===== config.mk =====
export PLATFORM = sky130hd
export DESIGN_NAME = xnor_cmp_pipe
export DESIGN_NICKNAME = d
export VERILOG_FILES = /design/src/rtl/xnor_cmp_pkg.sv /design/src/rtl/xnor_cmp_fifo2.sv /design/src/rtl/xnor_cmp_pipe.sv
export SDC_FILE = /design/constraint.sdc
export NUM_CORES = 1
export LEC_CHECK = 0
export ABC_AREA = 1
export CORE_MARGIN = 4
export CORE_UTILIZATION = 40
export DETAILED_ROUTE_END_ITERATION = 16
export GPL_TIMING_DRIVEN = 0
export PLACE_DENSITY = 0.86
export SLEW_MARGIN = 5
export SYNTH_ARGS = -nofsm -noshare
export SYNTH_HDL_FRONTEND = slang
export SYNTH_SLANG_ARGS = --single-unit

===== constraint.sdc =====
create_clock -name clk -period 2.05 [get_ports clk]
set_input_delay 0.3075 -clock clk [delete_from_list [all_inputs] [get_ports clk]]
set_output_delay 0.3075 -clock clk [all_outputs]
set_load 0.01 [all_outputs]

===== src/rtl/xnor_cmp_pkg.sv =====
// Shared definitions for the xnor_cmp_pipe block: buffer depth and occupancy type.
// The W-dependent result entry type lives in the top, because a package cannot take W.
package xnor_cmp_pkg;

    localparam int DEPTH = 2;

    typedef logic [1:0] occ_t;

    localparam occ_t OCC_EMPTY = 2'd0;
    localparam occ_t OCC_FULL  = 2'(DEPTH);

endpackage : xnor_cmp_pkg


===== src/rtl/xnor_cmp_fifo2.sv =====
// Two-entry result buffer with ping-pong pointers and asynchronous reset.
// The entry type is supplied by the instantiating module.
module xnor_cmp_fifo2
    import xnor_cmp_pkg::*;
#(
    parameter type entry_t = logic [4:0]
) (
    input  logic   clk,
    input  logic   areset,
    input  logic   push,
    input  entry_t push_data,
    input  logic   pop,
    output entry_t head,
    output occ_t   occ
);

    entry_t mem [DEPTH];
    logic   wr_ptr;
    logic   rd_ptr;
    logic   do_push;
    logic   do_pop;

    // Guard both sides so a stray request can never corrupt occupancy.
    assign do_push = push && (occ != OCC_FULL);
    assign do_pop  = pop && (occ != OCC_EMPTY);

    always_ff @(posedge clk or posedge areset) begin
        if (areset) begin
            for (int i = 0; i < DEPTH; i++) begin
                mem[i] <= '0;
            end
            wr_ptr <= 1'b0;
            rd_ptr <= 1'b0;
            occ    <= OCC_EMPTY;
        end else begin
            if (do_push) begin
                mem[wr_ptr] <= push_data;
                wr_ptr      <= ~wr_ptr;
            end
            if (do_pop) begin
                rd_ptr <= ~rd_ptr;
            end
            case ({do_push, do_pop})
                2'b10:   occ <= occ + 2'd1;
                2'b01:   occ <= occ - 2'd1;
                default: occ <= occ;
            endcase
        end
    end

    assign head = mem[rd_ptr];

endmodule : xnor_cmp_fifo2


===== src/rtl/xnor_cmp_pipe.sv =====
// Streaming bitwise XNOR comparator with a 2-deep result buffer.
// Optional statistics (sample/mismatch counters, first-mismatch index) under XNOR_CMP_STATS_EN.
module xnor_cmp_pipe
    import xnor_cmp_pkg::*;
#(
    parameter int W     = 4,
    parameter int CNT_W = 16
) (
    input  logic             clk,
    input  logic             areset,
    input  logic             in_valid,
    output logic             in_ready,
    input  logic [W-1:0]     x,
    input  logic [W-1:0]     y,
    output logic             out_valid,
    input  logic             out_ready,
    output logic [W-1:0]     z,
    output logic             eq,
    input  logic             clr,
    output logic [CNT_W-1:0] sample_cnt,
    output logic [CNT_W-1:0] mismatch_cnt,
    output logic             first_mm_vld,
    output logic [CNT_W-1:0] first_mm_idx
);

    typedef struct packed {
        logic [W-1:0] z;
        logic         eq;
    } entry_t;

    entry_t new_entry;
    entry_t head;
    occ_t   occ;
    logic   accept;
    logic   pop;

    // Handshake: a transfer happens on an edge where valid & ready are both high.
    // in_ready and out_valid come only from registered occupancy, so neither
    // depends on in_valid or out_ready; a full buffer refuses input even while popping.
    assign in_ready  = (occ != OCC_FULL);
    assign out_valid = (occ != OCC_EMPTY);
    assign accept    = in_valid && in_ready;
    assign pop       = out_valid && out_ready;

    assign new_entry.z  = ~(x ^ y);
    assign new_entry.eq = (x == y);

    xnor_cmp_fifo2 #(
        .entry_t (entry_t)
    ) u_fifo (
        .clk       (clk),
        .areset    (areset),
        .push      (accept),
        .push_data (new_entry),
        .pop       (pop),
        .head      (head),
        .occ       (occ)
    );

    assign z  = head.z;
    assign eq = head.eq;

`ifdef XNOR_CMP_STATS_EN
    localparam logic [CNT_W-1:0] CNT_MAX = '1;

    logic mismatch;
    assign mismatch = (x != y);

    // clr wins over a concurrent accept: that sample is dropped from the statistics.
    always_ff @(posedge clk or posedge areset) begin
        if (areset) begin
            sample_cnt   <= '0;
            mismatch_cnt <= '0;
            first_mm_vld <= 1'b0;
            first_mm_idx <= '0;
        end else if (clr) begin
            sample_cnt   <= '0;
            mismatch_cnt <= '0;
            first_mm_vld <= 1'b0;
            first_mm_idx <= '0;
        end else if (accept) begin
            if (sample_cnt != CNT_MAX) begin
                sample_cnt <= sample_cnt + 1'b1;
            end
            if (mismatch) begin
                if (mismatch_cnt != CNT_MAX) begin
                    mismatch_cnt <= mismatch_cnt + 1'b1;
                end
                if (!first_mm_vld) begin
                    first_mm_vld <= 1'b1;
                    first_mm_idx <= sample_cnt;
                end
            end
        end
    end
`else
    logic unused_clr;
    assign unused_clr   = clr;
    assign sample_cnt   = '0;
    assign mismatch_cnt = '0;
    assign first_mm_vld = 1'b0;
    assign first_mm_idx = '0;
`endif

endmodule : xnor_cmp_pipe


After elaboration in Yosys (flattened, before gate mapping)
Index checks and enable logic that the tools add are counted.
{"block": "word_totals", "latch_bits": 0, "input_bits": 13, "memories": 0, "ff_bits": 14, "ram_bits": 0, "output_inout_bits": 56, "romBits": 0, "word_cells": 36}
{"block": "classes", "bitwise_logic": 6, "n_mul": 0, "shifts": 0, "add_sub_neg": 2, "n_lt_le_gt_ge": 3, "div_mod_pow": 0, "n_reduce_logical": 7, "eq_ne": 4, "mux": 7}
{"cell": "2-to-1 mux 5 bit", "count": 4}
{"cell": "bitwise mux 10 bit", "count": 1}
{"cell": "demux 5 bit (select 1 bit)", "count": 1}
{"cell": "logical AND 1 bit", "count": 5}
{"cell": "== test 4 bit", "count": 1}
{"cell": ">= comparator 2 bit (second input constant)", "count": 2}
{"cell": "inverter 1 -> 2 bit", "count": 2}
{"cell": "inverter 4 bit", "count": 1}
{"cell": "case mux 2 bit (2 select lines)", "count": 1}
{"cell": "nonzero test 2 bit", "count": 2}
{"cell": "bitwise XOR 4 bit", "count": 1}
{"cell": "adder 2 x 1 -> 2 bit (second input constant)", "count": 1}
{"cell": "== test 2 x 1 -> 1 bit (second input constant)", "count": 1}
{"cell": "== test 2 bit (second input constant)", "count": 1}
{"cell": "< comparator 2 x 1 -> 1 bit (second input constant)", "count": 1}
{"cell": "inequality test 2 bit (second input constant)", "count": 1}
{"cell": "inverter 1 bit", "count": 2}
{"cell": "subtractor 2 x 1 -> 2 bit (second input constant)", "count": 1}

Depth between registers and ports, before layout
{"block": "logic_depth", "ltp_word": 6, "depth_mapped": 8}

Hierarchy
Synthesis repeated with hierarchy kept, for this count alone.
{"block": "hier_totals", "cells_unflattened": 167, "area_unflattened_um2": 1202.4}
{"mod": "xnor_cmp_fifo2", "area_per_inst_um2": 710.7, "seq_area_each_um2": 350.3, "cells_each": 89, "instances": 1}
{"mod": "xnor_cmp_pipe", "area_per_inst_um2": 491.7, "seq_area_each_um2": 0.0, "cells_each": 78, "instances": 1}

Least setup slack after synthesis
Ideal clock, no wire load.
{"block": "synth_path", "kind": "register -> register", "start": "register u_fifo.occ[1]", "end": "register u_fifo.occ[1]", "slack_ns": 0.599, "period_less_slack_ns": 1.451, "setup_ns": 0.122, "path_stages_with_launch": 9, "n_path_buf": 0, "required_time_ns": 1.928, "t_arrival_ns": 1.330, "cell_sequence": "dfrtp_1 > inv_1 > nand2_1 > nand2_1 > inv_1 > ha_1 > a21oi_1 > nand2_1 > xor2_1"}
{"block": "synth_via", "elab_chain_len": 5, "elab_cells_between_ends": 12}
{"element": "from (decl)", "line_no": "xnor_cmp_fifo2.sv:14", "rtl": "output occ_t occ"}
{"element": "from (signal assigned)", "line_no": "xnor_cmp_fifo2.sv:44", "rtl": "2'b10: occ <= occ + 2'd1;"}
{"element": "from (signal assigned)", "line_no": "xnor_cmp_fifo2.sv:45", "rtl": "2'b01: occ <= occ - 2'd1;"}
{"element": "nonzero test 2 bit (*)", "line_no": "xnor_cmp_pipe.sv:41", "rtl": "assign out_valid = (occ != OCC_EMPTY);"}
{"element": "named net out_valid", "line_no": "xnor_cmp_pipe.sv:15", "rtl": "output logic out_valid,"}
{"element": "logical AND 1 bit", "line_no": "xnor_cmp_pipe.sv:43", "rtl": "assign pop = out_valid && out_ready;"}
{"element": "logical AND 1 bit (*)", "line_no": "xnor_cmp_fifo2.sv:25", "rtl": "assign do_pop = pop && (occ != OCC_EMPTY);"}
{"element": "named net u_fifo.do_pop", "line_no": "xnor_cmp_fifo2.sv:21", "rtl": "logic do_pop;"}
{"element": "== test 2 x 1 -> 1 bit / == test 2 bit (equally long branches)", "line_no": "xnor_cmp_fifo2.sv:43", "rtl": "case ({do_push, do_pop})"}
{"element": "case mux 2 bit (2 select lines) / nonzero test 2 bit (equally long branches)"}
The timed path passes the listed nets; every way through them passes the cells marked *.
A chain may end at the register's enable or synchronous reset.

Final worst setup path
{"block": "layout_path", "start": "register u_fifo.rd_ptr", "end": "output port z[3]"}
{"block": "layout_via", "elab_chain_len": 4}
{"element": "from (decl)", "line_no": "xnor_cmp_fifo2.sv:19", "rtl": "logic rd_ptr;"}
{"element": "from (signal assigned)", "line_no": "xnor_cmp_fifo2.sv:41", "rtl": "rd_ptr <= ~rd_ptr;"}
{"element": "inverter 1 -> 2 bit (implied by the code)", "line_no": "xnor_cmp_fifo2.sv:51", "rtl": "assign head = mem[rd_ptr];"}
{"element": "2-to-1 mux 5 bit (implied by the code) (3 in a row)", "line_no": "xnor_cmp_fifo2.sv:51"}
{"element": "to (decl)", "line_no": "xnor_cmp_pipe.sv:17", "rtl": "output logic [W-1:0] z,"}
Every way passes these cells. The select of a mux whose other input is x is not followed.

==> out/results.ini <==
[global_routing]
track_usage_pct=9.72
grt_max_degree=15
grt_pass1_wl_mm=2.64
grt_pass1_vias=652
gr-total-overflow=0
antenna_found_initial=0

[clock_tree]
clkSinkCount=14
root_buffer=clkbuf_4
cts_resized=0
tritoncts=done
hold_buffers=0
numCtsBuffers=3
clock_latency_ns=0.28
postCtsSetupBuffers=0
clk_pin_slew_ns=0.08
htree_num_levels=1
cts_buffer_depth=2

[drt]
drt_iter0_drc=8
antenna_left=0
drt_wl_total_mm=1.77
routedWlPerCell_um=7.36
vias=849
vias_per_cell=3.52
dr.pass1.iters=4
drc=0

[logic_synthesis]
yosys_warnings=0
synth_area_leaders=buf_4 33%, dfrtp_1 31%, nand2_1 10%
syn_area_mm2=0.00113
ys_seq_area_share_pct=31.0
ys_types=22
synth_top_area_share_pct=32.6
synthCells=140
synth_top_cell_by_area=buf_4
ys_ff_latch=14
syn_avg_cell_area_um2=8.07

[place]
place_congestion=0.761
dp_worst_setup_slack_ns=0.294
io_buffers=18
hpwlAfterDp_mm=1.57

[pwr]
p_switching_w=0.000564
peakVddDrop_uv=564
seq_power_share_pct=33.6
switching_share_pct=37.9
p_leak_nw=0.951
power_density_mw_per_mm2=950
p_int_w=0.000922
power_frac_comb_pct=53.2
clkPwrFrac_pct=13.2

[sta]
final_max_slew_viol_count=0
fin_crit_ns=1.94
hold_violations=0
tightest_slew_ns=0.524
setup_viol=0
rsz0062_at_grt=no
finalSetupTns_ns=0
fin_skew_ns=0.00242
finalCritPeriodShare_pct=94.5
fmax_mhz=516
worst_slack_ns=0.112
slew_headroom_pct=65.0

[floorplanning]
dieWidth_um=61.1
core_area_mm2=0.00273
floorplan.rows=19
pin_count=69
initial_utilization_pct=41.3
die_h_um=61.1
dieArea_mm2=0.00374

[cells_and_area]
mostFrequentLayoutCells=49 x buf_4, 49 x conb_1, 30 x nand2_1
antennaDiodeCount=0
layout.nets=225
layout-drive-gt1-share_pct=31.9
area_delta_synth_final_pct=38.5
nFillCells=260

[worst_setup_path]
crit_type=register to output pin
endpoint_kind=output pin
startpoint_type=register
required_ns=1.74
arrival_ns=1.63
cp_max_fo=9

[outcome]
status=complete, no violations

[flow_run]
cap_violations=0

[min_path]
worstHoldPathType=primary input to asynchronous set/reset pin

-- flip-flops by register name (all words and copies together), names as in the netlist --
| signal | cells |
|---|---|
| u_fifo.mem | 10 |
| u_fifo.occ | 2 |
| u_fifo.rd_ptr | 1 |
| u_fifo.wr_ptr | 1 |
-- worst paths after layout --
kind	to	startpoint	slack, ns	cells after the start
max in group asynchronous	u_fifo.occ[1]	areset	1.35	2
worst max-delay path	z[3]	u_fifo.rd_ptr	0.11	3
worst min-delay path	u_fifo.mem[7]	areset	0.35	2
min in group clk	u_fifo.mem[0]	u_fifo.mem[0]	0.48	2
worst min register to register	u_fifo.mem[0]	u_fifo.mem[0]	0.48	2
worst max register to register	u_fifo.occ[1]	u_fifo.occ[0]	0.57	8
-- Yosys cell counts --
cell     instances
inv_1           14
o21ai_2          4
mux2_2           2
nor2_1           4
or2_2            1
a21oi_1          1
o21ai_0          5
xnor2_1          2
inv_2            1
nand2_4          2
o21ai_1          2
ha_1             1
nand2_1         30
dfrtp_1         14
buf_4           49
inv_4            1
nor2_8           1
xor2_1           1
nand3_4          1
nand3_1          2
buf_2            1
conb_1           1
-- power groups by stage --
stage,registers (W),clock network [W],logic [W]
2_1_floorplan,0.000486,0,0.000560
3_3_place_gp,0.000499,0,0.000786
3_5_place_dp,0.000506,0,0.000797
4_1_cts,0.000501,0.000201,0.000801
5_1_grt,0.000514,0.000215,0.000890
6_report,0.000499,0.000197,0.000790
-- cell type report --
type / count / area [µm²] / share of cell area, %
tap: 31 / 38.8 / 2.48
timing repair buffer: 18 / 180 / 11.5
multi-input combinational: 108 / 524 / 33.5
sequential: 14 / 350 / 22.4
clock buffer: 4 / 36.3 / 2.32
inverter: 16 / 62.6 / 4.00
buffer: 50 / 373 / 23.8
-- stage by stage --
stage                     util [%]  cell area, µm²  instances  power, W  hold slack (ns)
after floorplan                  -            1310        188   0.00105            0.197
after global placement        55.9            1530        237   0.00129            0.462
after detailed placement      55.9            1530        237   0.00130            0.461
after CTS                     57.3            1570        241   0.00150            0.375
after global routing          57.3            1570        241   0.00162            0.429
final                         57.3            1570        241   0.00149            0.354
-- worst max-delay path, cell delays in order, from the launching register on --
cell,delay (ns)
dfrtp_1,0.32
buf_2,0.20
mux2_2,0.35
clkdlybuf4s50_1,0.48
-- kinds of logic (layout without fill, tap and decap cells) --
family                   count (synthesis)  after routing  synth area share [%]
buffers and inverters                   66             88                  38.5
AND/OR/NAND/NOR                         41             41                  18.1
flip-flops                              14             14                  31.0
AO/OA/AOI/OAI                           12             12                  6.64
XOR/XNOR                                 3              3                  2.33
multiplexers                             2              2                  1.99
adder cells (fa/ha/maj)                  1              1                  1.11
other                                    1             49                 0.332
-- per-layer routing --
| metal | global-route usage (%) | wire length, µm | up-vias |
|---|---|---|---|
| li1 | - | - | 470 |
| met1 | 11.1 | 623 | 336 |
| met2 | 16.0 | 920 | 38 |
| met3 | 1.68 | 178 | 5 |
| met4 | 7.43 | 51 | 0 |
| met5 | 0 | 0 | - |
No activity file was read; power rests on OpenSTA's default activity.
